<file path="src/rtl/iec_sd_arbiter.sv">
`default_nettype none
// ============================================================================
// Module   : iec_sd_arbiter
// Purpose  : Round-robin arbiter sharing one host SD block channel among drives.
// Revision : 1.0
// ============================================================================
module iec_sd_arbiter #(
    parameter int  DRIVES  = 2,
    parameter int  TIMEOUT = 2**20,
    localparam int NDR     = (DRIVES < 1) ? 1 : ((DRIVES > 4) ? 4 : DRIVES)
) (
    input  logic                 clk_sys,
    input  logic                 reset_n,
    input  logic [32*NDR-1:0]    drv_lba,
    input  logic [6*NDR-1:0]     drv_blk_cnt,
    input  logic [NDR-1:0]       drv_rd,
    input  logic [NDR-1:0]       drv_wr,
    output logic [NDR-1:0]       drv_ack,
    input  logic [8*NDR-1:0]     drv_buff_din,
    output logic [31:0]          host_lba,
    output logic [5:0]           host_blk_cnt,
    output logic                 host_rd,
    output logic                 host_wr,
    input  logic                 host_ack,
    output logic [7:0]           host_buff_din,
    output logic [1:0]           grant_idx,
    output logic                 busy,
    output logic                 timeout_err
);

    localparam int             TO       = (TIMEOUT < 1) ? 1 : TIMEOUT;
    localparam int             TW       = $clog2(TO + 1);
    localparam logic [TW-1:0]  TMAX     = TW'(TO - 1);
    localparam logic [1:0]     PTR_INIT = 2'(NDR - 1);

    localparam logic [1:0] S_IDLE = 2'd0;
    localparam logic [1:0] S_REQ  = 2'd1;
    localparam logic [1:0] S_XFER = 2'd2;
    localparam logic [1:0] S_GAP  = 2'd3;

    logic [1:0]    state, state_nxt;
    logic [1:0]    ptr;
    logic [TW-1:0] timer;
    logic          abort;
    logic          pick_valid;
    logic [1:0]    pick_idx;
    logic [2:0]    scan;
    logic          grant_req;

    // Lanes padded to four so every index is a plain 2-bit select.
    logic [31:0] lba_arr  [4];
    logic [5:0]  blk_arr  [4];
    logic [7:0]  buff_arr [4];
    logic [3:0]  rd4, wr4, req4;

    for (genvar i = 0; i < 4; i++) begin : g_lane
        if (i < NDR) begin : g_used
            assign lba_arr[i]  = drv_lba[32*i +: 32];
            assign blk_arr[i]  = drv_blk_cnt[6*i +: 6];
            assign buff_arr[i] = drv_buff_din[8*i +: 8];
            assign rd4[i]      = drv_rd[i];
            assign wr4[i]      = drv_wr[i];
            assign drv_ack[i]  = host_ack & busy & (grant_idx == 2'(i));
        end else begin : g_unused
            assign lba_arr[i]  = 32'h0;
            assign blk_arr[i]  = 6'h0;
            assign buff_arr[i] = 8'h0;
            assign rd4[i]      = 1'b0;
            assign wr4[i]      = 1'b0;
        end
    end

    assign req4      = rd4 | wr4;
    assign grant_req = req4[grant_idx];

    // Scan from the farthest slot back toward ptr+1 so the nearest candidate wins.
    always_comb begin
        pick_valid = 1'b0;
        pick_idx   = 2'd0;
        scan       = 3'd0;
        for (int k = NDR; k >= 1; k--) begin
            scan = {1'b0, ptr} + 3'(k);
            if (scan >= 3'(NDR)) begin
                scan = scan - 3'(NDR);
            end
            if (req4[scan[1:0]]) begin
                pick_valid = 1'b1;
                pick_idx   = scan[1:0];
            end
        end
    end

    always_ff @(posedge clk_sys or negedge reset_n) begin
        if (!reset_n) begin
            state <= S_IDLE;
        end else begin
            state <= state_nxt;
        end
    end

    always_comb begin
        state_nxt = state;
        abort     = 1'b0;
        case (state)
            S_IDLE: if (pick_valid) state_nxt = S_REQ;
            S_REQ: begin
                if (host_ack) begin
                    state_nxt = S_XFER;
                end else if (!grant_req || timer == TMAX) begin
                    state_nxt = S_GAP;
                    abort     = 1'b1;
                end
            end
            S_XFER: if (!host_ack) state_nxt = S_GAP;
            S_GAP:  state_nxt = S_IDLE;
            default: state_nxt = S_IDLE;
        endcase
    end

    always_comb begin
        busy          = (state != S_IDLE);
        host_buff_din = busy ? buff_arr[grant_idx] : 8'h00;
    end

    always_ff @(posedge clk_sys or negedge reset_n) begin
        if (!reset_n) begin
            grant_idx    <= 2'd0;
            ptr          <= PTR_INIT;
            host_lba     <= 32'h0;
            host_blk_cnt <= 6'h0;
            host_rd      <= 1'b0;
            host_wr      <= 1'b0;
            timer        <= '0;
            timeout_err  <= 1'b0;
        end else begin
            timeout_err <= abort;
            if (state == S_IDLE && pick_valid) begin
                grant_idx    <= pick_idx;
                ptr          <= pick_idx;
                host_lba     <= lba_arr[pick_idx];
                host_blk_cnt <= blk_arr[pick_idx];
                host_rd      <= rd4[pick_idx];
                host_wr      <= ~rd4[pick_idx];
                timer        <= '0;
            end else begin
                if (state == S_REQ) begin
                    timer <= timer + 1'b1;
                end
                if (state_nxt != S_REQ) begin
                    host_rd <= 1'b0;
                    host_wr <= 1'b0;
                end
            end
        end
    end

endmodule
`default_nettype wire
</file>
<file path="config.mk">
export PLATFORM = sky130hd
export DESIGN_NAME = iec_sd_arbiter
export DESIGN_NICKNAME = d
export VERILOG_FILES = /design/src/rtl/iec_sd_arbiter.sv
export SDC_FILE = /design/constraint.sdc
export NUM_CORES = 1
export LEC_CHECK = 0
export ABC_AREA = 1
export CAP_MARGIN = 20
export CORE_ASPECT_RATIO = 0.5
export CORE_UTILIZATION = 46
export DETAILED_ROUTE_END_ITERATION = 12
export PLACE_DENSITY = 0.92
export SYNTH_ARGS = -nofsm -noshare
export SYNTH_HDL_FRONTEND = slang
export SYNTH_SLANG_ARGS = --single-unit
</file>
<file path="constraint.sdc">
create_clock -name clk_sys -period 3.7 [get_ports clk_sys]
set_input_delay 0.74 -clock clk_sys [delete_from_list [all_inputs] [get_ports clk_sys]]
set_output_delay 0.74 -clock clk_sys [all_outputs]
set_load 0.03 [all_outputs]
</file>
==> impl_metrics.yaml, run 1 <==
run_status:
  status: "completed"
clocking:
  insertion_delay_ns: 0.33
  post_cts_buffers: 0
  cts_made_buffers: 9
  htreeDepth: 3
  cts_tree: "built"
  clk_pin_slew_ns: 0.05
  cts_hold_buffers: 0
  cts.path.max_buffers: 2
  cts_root_buf: "clkbuf_16"
  ctsResizeCount: 0
  cts_sinks: 67
setup_path:
  endpoint_kind: "primary output"
  arrival_ns: 2.34
  cp-start-kind: "input pin"
  critical_path_class: "input pin to primary output"
  critPathMaxFanout: 3
  required_ns: 2.96
detailed_routing:
  via_per_inst: 5.090
  routedWlPerCell_um: 14.30
  dr_wl_met3_um: 492
  drt-initial-drc-count: 300
  wl_met2_mm: 5.007
  top_layer_used: "met4"
  met1_length_mm: 4.179
  drc: 0
  dr_total_vias: 3548
  drt_wl_total_mm: 9.968
  ant_nets: 0
  first_pass_iters: 5
floorplan:
  io_pins: 153
  start_util: 0.4968
  die_w_um: 124.9
  rows: 21
  dieHeight_um: 63.44
  coreArea_sq_mm: 0.006989
  die_area_sq_mm: 0.007921
grt:
  antenna_found_initial: 0
  grt_pass1_wl_mm: 16.35
  overflow: 0
  grt_use_total: 0.2657
  grt_pass1_vias: 3476
  grt_max_degree: 72
synthesis:
  ys_seq_area_frac: 0.4832
  syn_inst: 453
  ys.flop_type: "dfrtp_1"
  synth_edf_count: 0
  yosys.area.top_type_share: 0.4757
  netlist_area_sq_mm: 0.003472
  synth-async-reset-ratio: 1.000
  postSynthAreaPerCell_sq_um: 7.665
  synth.distinct_cells: 30
  synth_top_area_cell: "dfrtp_1"
  yosys_warnings: 0
  synth_fp_nets: 553
  synth-seq-cells: 67
  synth_area_leaders: "dfrtp_1 (48%), nand2_1 (15%), nor2_1 (8.5%)"
place:
  dpl_cell_area_sq_mm: 0.004994
  place_congestion: 0.8839
  dp_hpwl_mm: 6.927
  port_buffers: 152
timing:
  tns_ns: 0
  timing.final.crit_period_ns: 3.079
  slew_headroom: 0.4620
  worst_slew_pin_slew_ns: 0.8040
  hold_viol: 0
  slew_viol_final: 0
  rsz0062_at_grt: "no"
  skew_ns: 0.006001
  setup_viol: 0
  post-route-period-util: 0.8322
  fmaxAchievable_mhz: 324.8
finish:
  layout-drive-gt1-share: 0.06281
  final_area_sq_mm: 0.005290
  final_cell_mix: "clkdlybuf4s50_1 (151), nand2_1 (141), nor2_1 (79), dfrtp_1 (66), a31oi_1 (38)"
  final_common_cell: "clkdlybuf4s50_1"
  finalNetCount: 701
  num_antenna_cells: 0
  area_growth_pct: 52.36
  n_fill_cell: 495
worst_hold_path:
  min_path_type: "input pin to asynchronous set/reset pin"
flow_run:
  drv_cap: 0
pwr:
  leakagePower_uw: 0.002445
  peakVddDrop_mv: 0.2452
  power.density_mw_per_mm2: 316.9
  power_uw: 1677
==> cell usage after synthesis (2+ instances only) <==
master / instances
a21oi_1: 10
nor2_1: 79
nor3_1: 7
buf_6: 7
nand3_1: 10
a22oi_1: 8
a31oi_1: 38
nand2_2: 3
o21ai_0: 7
nor2_2: 5
o21a_1: 2
dfrtp_1: 66
inv_2: 7
nand4_1: 6
buf_2: 8
a2bb2oi_1: 2
nand2_1: 141
buf_4: 5
o21ai_1: 2
inv_1: 30
==> critical path, cell delays in order <==
cell             delay, ns
clkdlybuf4s50_1       0.50
inv_1                 0.07
nor4_1                0.29
clkdlybuf4s50_1       0.73
==> per-layer routing <==
layer	global-route usage	vias to the layer above
li1	-	1763
met1	0.3078	1651
met2	0.4684	104
met3	0.07901	30
met4	0.1052	0
met5	0	-
==> worst paths after layout <==
path                            startpoint         endpoint  slack, ns  depth (start not counted)
worst max-delay path              host_ack       drv_ack[1]       0.62                          4
worst min-delay path               reset_n  host_blk_cnt[4]       0.24                          1
worst max register to register    state[1]     host_lba[21]       1.32                          7
worst min register to register      ptr[0]           ptr[0]       0.52                          2
max in group asynchronous          reset_n           ptr[0]       2.67                          3
min in group clk_sys                ptr[0]           ptr[0]       0.52                          2
==> report_power, final <==
group          total (uW)  internal [uW]  switching, uW
combinational         137           98.1           38.5
sequential            734            734              0
clock                 806            515            291
==> stage by stage <==
step,util,hold slack [ns],std cells,worst slack [ns]
final,0.7569,0.2359,697,0.6208
after global routing,0.7569,0.2277,697,0.5522
after CTS,0.7540,0.5114,696,0.6346
after detailed placement,0.7145,0.5027,681,0.6437
after global placement,0.7145,0.4947,681,0.6789
after floorplan,-,0.4444,453,1.194
==> state kept, by name, indices dropped and copies added (netlist names) <==
register / count
timeout_err: 1
timer: 21
state: 2
ptr: 1
host_lba: 32
host_wr: 1
grant_idx: 2
host_blk_cnt: 6
host_rd: 1
==> cells by family after synthesis <==
kind of cell,count (synthesis),synth area share
AOI/OAI and AO/OA,70,0.1261
xor gates and xnor gates,1,0.002523
adders and majority gates,1,0.003603
buffers and inverters,58,0.08613
DFF,67,0.4832
and+or+nand+nor,256,0.2984
==> final cells by class <==
class / instances / area [sq um] / share of cell area
Clock buffer: 12 / 236.5 / 0.04470
Inverter: 37 / 138.9 / 0.02625
Clock inverter: 3 / 40.04 / 0.007569
Sequential cell: 67 / 1678 / 0.3172
Timing Repair Buffer: 158 / 1587 / 0.2999
Multi-Input combinational cell: 328 / 1495 / 0.2826
Tap cell: 92 / 115.1 / 0.02176
No activity file was read; power rests on OpenSTA's default activity.
==> inputs of run 2 (changes only) <==
--- a/config.mk
+++ b/config.mk
@@ -8,9 +8,9 @@
 export ABC_AREA = 1
 export CAP_MARGIN = 20
 export CORE_ASPECT_RATIO = 0.5
-export CORE_UTILIZATION = 46
+export CORE_UTILIZATION = 42
 export DETAILED_ROUTE_END_ITERATION = 12
-export PLACE_DENSITY = 0.92
+export PLACE_DENSITY = 0.85
 export SYNTH_ARGS = -nofsm -noshare
 export SYNTH_HDL_FRONTEND = slang
 export SYNTH_SLANG_ARGS = --single-unit
==> constraint.sdc (replaced) <==
create_clock -name clk_sys -period 3.08 [get_ports clk_sys]
set_input_delay 0.616 -clock clk_sys [delete_from_list [all_inputs] [get_ports clk_sys]]
set_output_delay 0.616 -clock clk_sys [all_outputs]
set_load 0.03 [all_outputs]
==> run 2 against run 1 <==
Sequential share of layout area fell by 0.41 points. Combinational power rose by 18%. Sequential power rose by 20%. Via count fell by 0.56%. Global-route usage fell by 3.6 points. Die area rose by 9.3%. Worst setup slack got worse by 0.33 ns. Flip-flop and latch count did not move. Largest power group unchanged.
==> impl_metrics.yaml, run 2 (synthesis results as in run 1) <==
run_status:
  status: "completed"
clocking:
  cts_hold_buffers: 0
  insertion_delay_ns: 0.32
  cts_sinks: 67
  ctsResizeCount: 0
  cts_root_buf: "clkbuf_16"
  post_cts_buffers: 0
  cts_made_buffers: 9
  htreeDepth: 3
  clk_pin_slew_ns: 0.05
  cts.path.max_buffers: 2
  cts_tree: "built"
timing:
  slew_headroom: 0.5432
  rsz0062_at_grt: "no"
  hold_viol: 0
  skew_ns: 0.004442
  slew_viol_final: 0
  tns_ns: 0
  setup_viol: 0
  post-route-period-util: 0.9049
  whs_ns: 0.3309
  worst_slew_pin_slew_ns: 0.6852
  fmaxAchievable_mhz: 358.8
  timing.final.crit_period_ns: 2.787
finish:
  reg.largest.list: "host_lba x32, timer x21, host_blk_cnt x6"
  final_common_cell: "clkdlybuf4s50_1"
  num_antenna_cells: 0
  n_fill_cell: 666
  largest_reg_flops: 32
  final_cell_mix: "clkdlybuf4s50_1 (151), nand2_1 (141), nor2_1 (79), dfrtp_1 (66), a31oi_1 (38)"
  largest-register: "host_lba"
  finalNetCount: 700
  area_growth_pct: 54.38
  layout-drive-gt1-share: 0.06612
floorplan:
  die_w_um: 130.6
  rows: 23
  dieHeight_um: 66.29
  io_pins: 153
  die_area_sq_mm: 0.008656
  coreArea_sq_mm: 0.008000
  start_util: 0.4340
setup_path:
  ff2ff_setup_slack_ns: 1.33
  required_ns: 2.46
  critPathMaxFanout: 3
  crit_path_frequent_cell: "clkdlybuf4s50_1"
  r2r_cells: 7
  critical_path_class: "input pin to primary output"
  crit_slowest_cell: "clkdlybuf4s50_1"
  cp-start-kind: "input pin"
  rr_endpoint: "host_lba[3]"
  slowest_delay_ns: 0.72
  endpoint_kind: "primary output"
  cp_cell_sequence: "clkdlybuf4s50_1, inv_1, nor4_1, clkdlybuf4s50_1"
  critPathBufInv: 3
  timing.rr.start: "state[1]"
  crit_family: "buffers and inverters"
  arrival_ns: 2.17
flow_run:
  drv_cap: 0
detailed_routing:
  first_pass_iters: 5
  routedWlPerCell_um: 13.20
  via_per_inst: 4.921
  drt-initial-drc-count: 303
  drt_wl_total_mm: 9.463
  drc: 0
  ant_nets: 0
  dr_total_vias: 3528
place:
  place_congestion: 0.8589
  dp_hpwl_mm: 6.752
  port_buffers: 152
grt:
  grt_pass1_wl_mm: 15.33
  antenna_found_initial: 0
  overflow: 0
  grt_max_degree: 80
  grt_pass1_vias: 3290
  grt_use_total: 0.2301
pwr:
  leakagePower_uw: 0.002462
  peakVddDrop_mv: 0.2686
  power.density_mw_per_mm2: 403.1
worst_hold_path:
  min_path_type: "input pin to asynchronous set/reset pin"
run 2: changes by cell type in the layout (fill, tap and decap cells not counted), sizes merged:
| cell | delta |
|---|---|
| buf | -1 |
| bufinv | +1 |
| clkinv | -1 |
| clkinvlp | +1 |
run 2: layer usage:
layer	up-vias	wire, um	track usage
li1	1770	-	-
met1	1632	3953	0.2766
met4	0	215	0.09052
met5	-	0	0
met3	21	472	0.06230
met2	105	4821	0.3948
run 2: metrics by stage:
step | std cells | power [uW] | worst slack, ns | instance area (sq um) | util
global route | 717 | 2222 | 0.1976 | 5360 | 0.6700
CTS | 717 | 2183 | 0.2791 | 5360 | 0.6700
detailed placement | 701 | 1058 | 0.2823 | 5031 | 0.6289
floorplan | 453 | 911.8 | 0.8220 | 3472 | -
global placement | 701 | 1057 | 0.3124 | 5031 | 0.6289
finish | 717 | 2161 | 0.2929 | 5360 | 0.6700
run 2: where the power goes:
part	leakage [uW]	internal [uW]	total [uW]	switching, uW
logic	0.00140	116	161	44.8
registers	0.000907	881	881	0
clock network	0.000159	751	1120	368
total	0.00246	1750	2160	412
run 2: worst max path at each step:
stage / start / to / slack, ns / depth (start not counted)
after floorplan: host_ack / drv_ack[1] / 0.82 / 2
after detailed placement: host_ack / drv_ack[1] / 0.28 / 4
after CTS: host_ack / drv_ack[1] / 0.28 / 4
after global placement: host_ack / drv_ack[1] / 0.31 / 4
after global routing: grant_idx[0] / host_buff_din[5] / 0.20 / 6
final: host_ack / drv_ack[1] / 0.29 / 4
run 2: layout make-up:
class | count | area (sq um) | area share
Sequential cell | 67 | 1678 | 0.3130
Timing Repair Buffer | 157 | 1579 | 0.2946
Multi-Input combinational cell | 328 | 1495 | 0.2789
Clock buffer | 12 | 256.5 | 0.04785
Tap cell | 112 | 140.1 | 0.02614
Inverter | 37 | 138.9 | 0.02591
Clock inverter | 4 | 72.57 | 0.01354
run 2: worst reg2reg max path, cell delays in order (launching register included):
cell and delay [ns]:
dfrtp_1 0.42, nor2_1 0.12, buf_4 0.19, nand3_1 0.13, inv_2 0.17, buf_12 0.30
nor2_1 0.11, a31oi_1 0.19
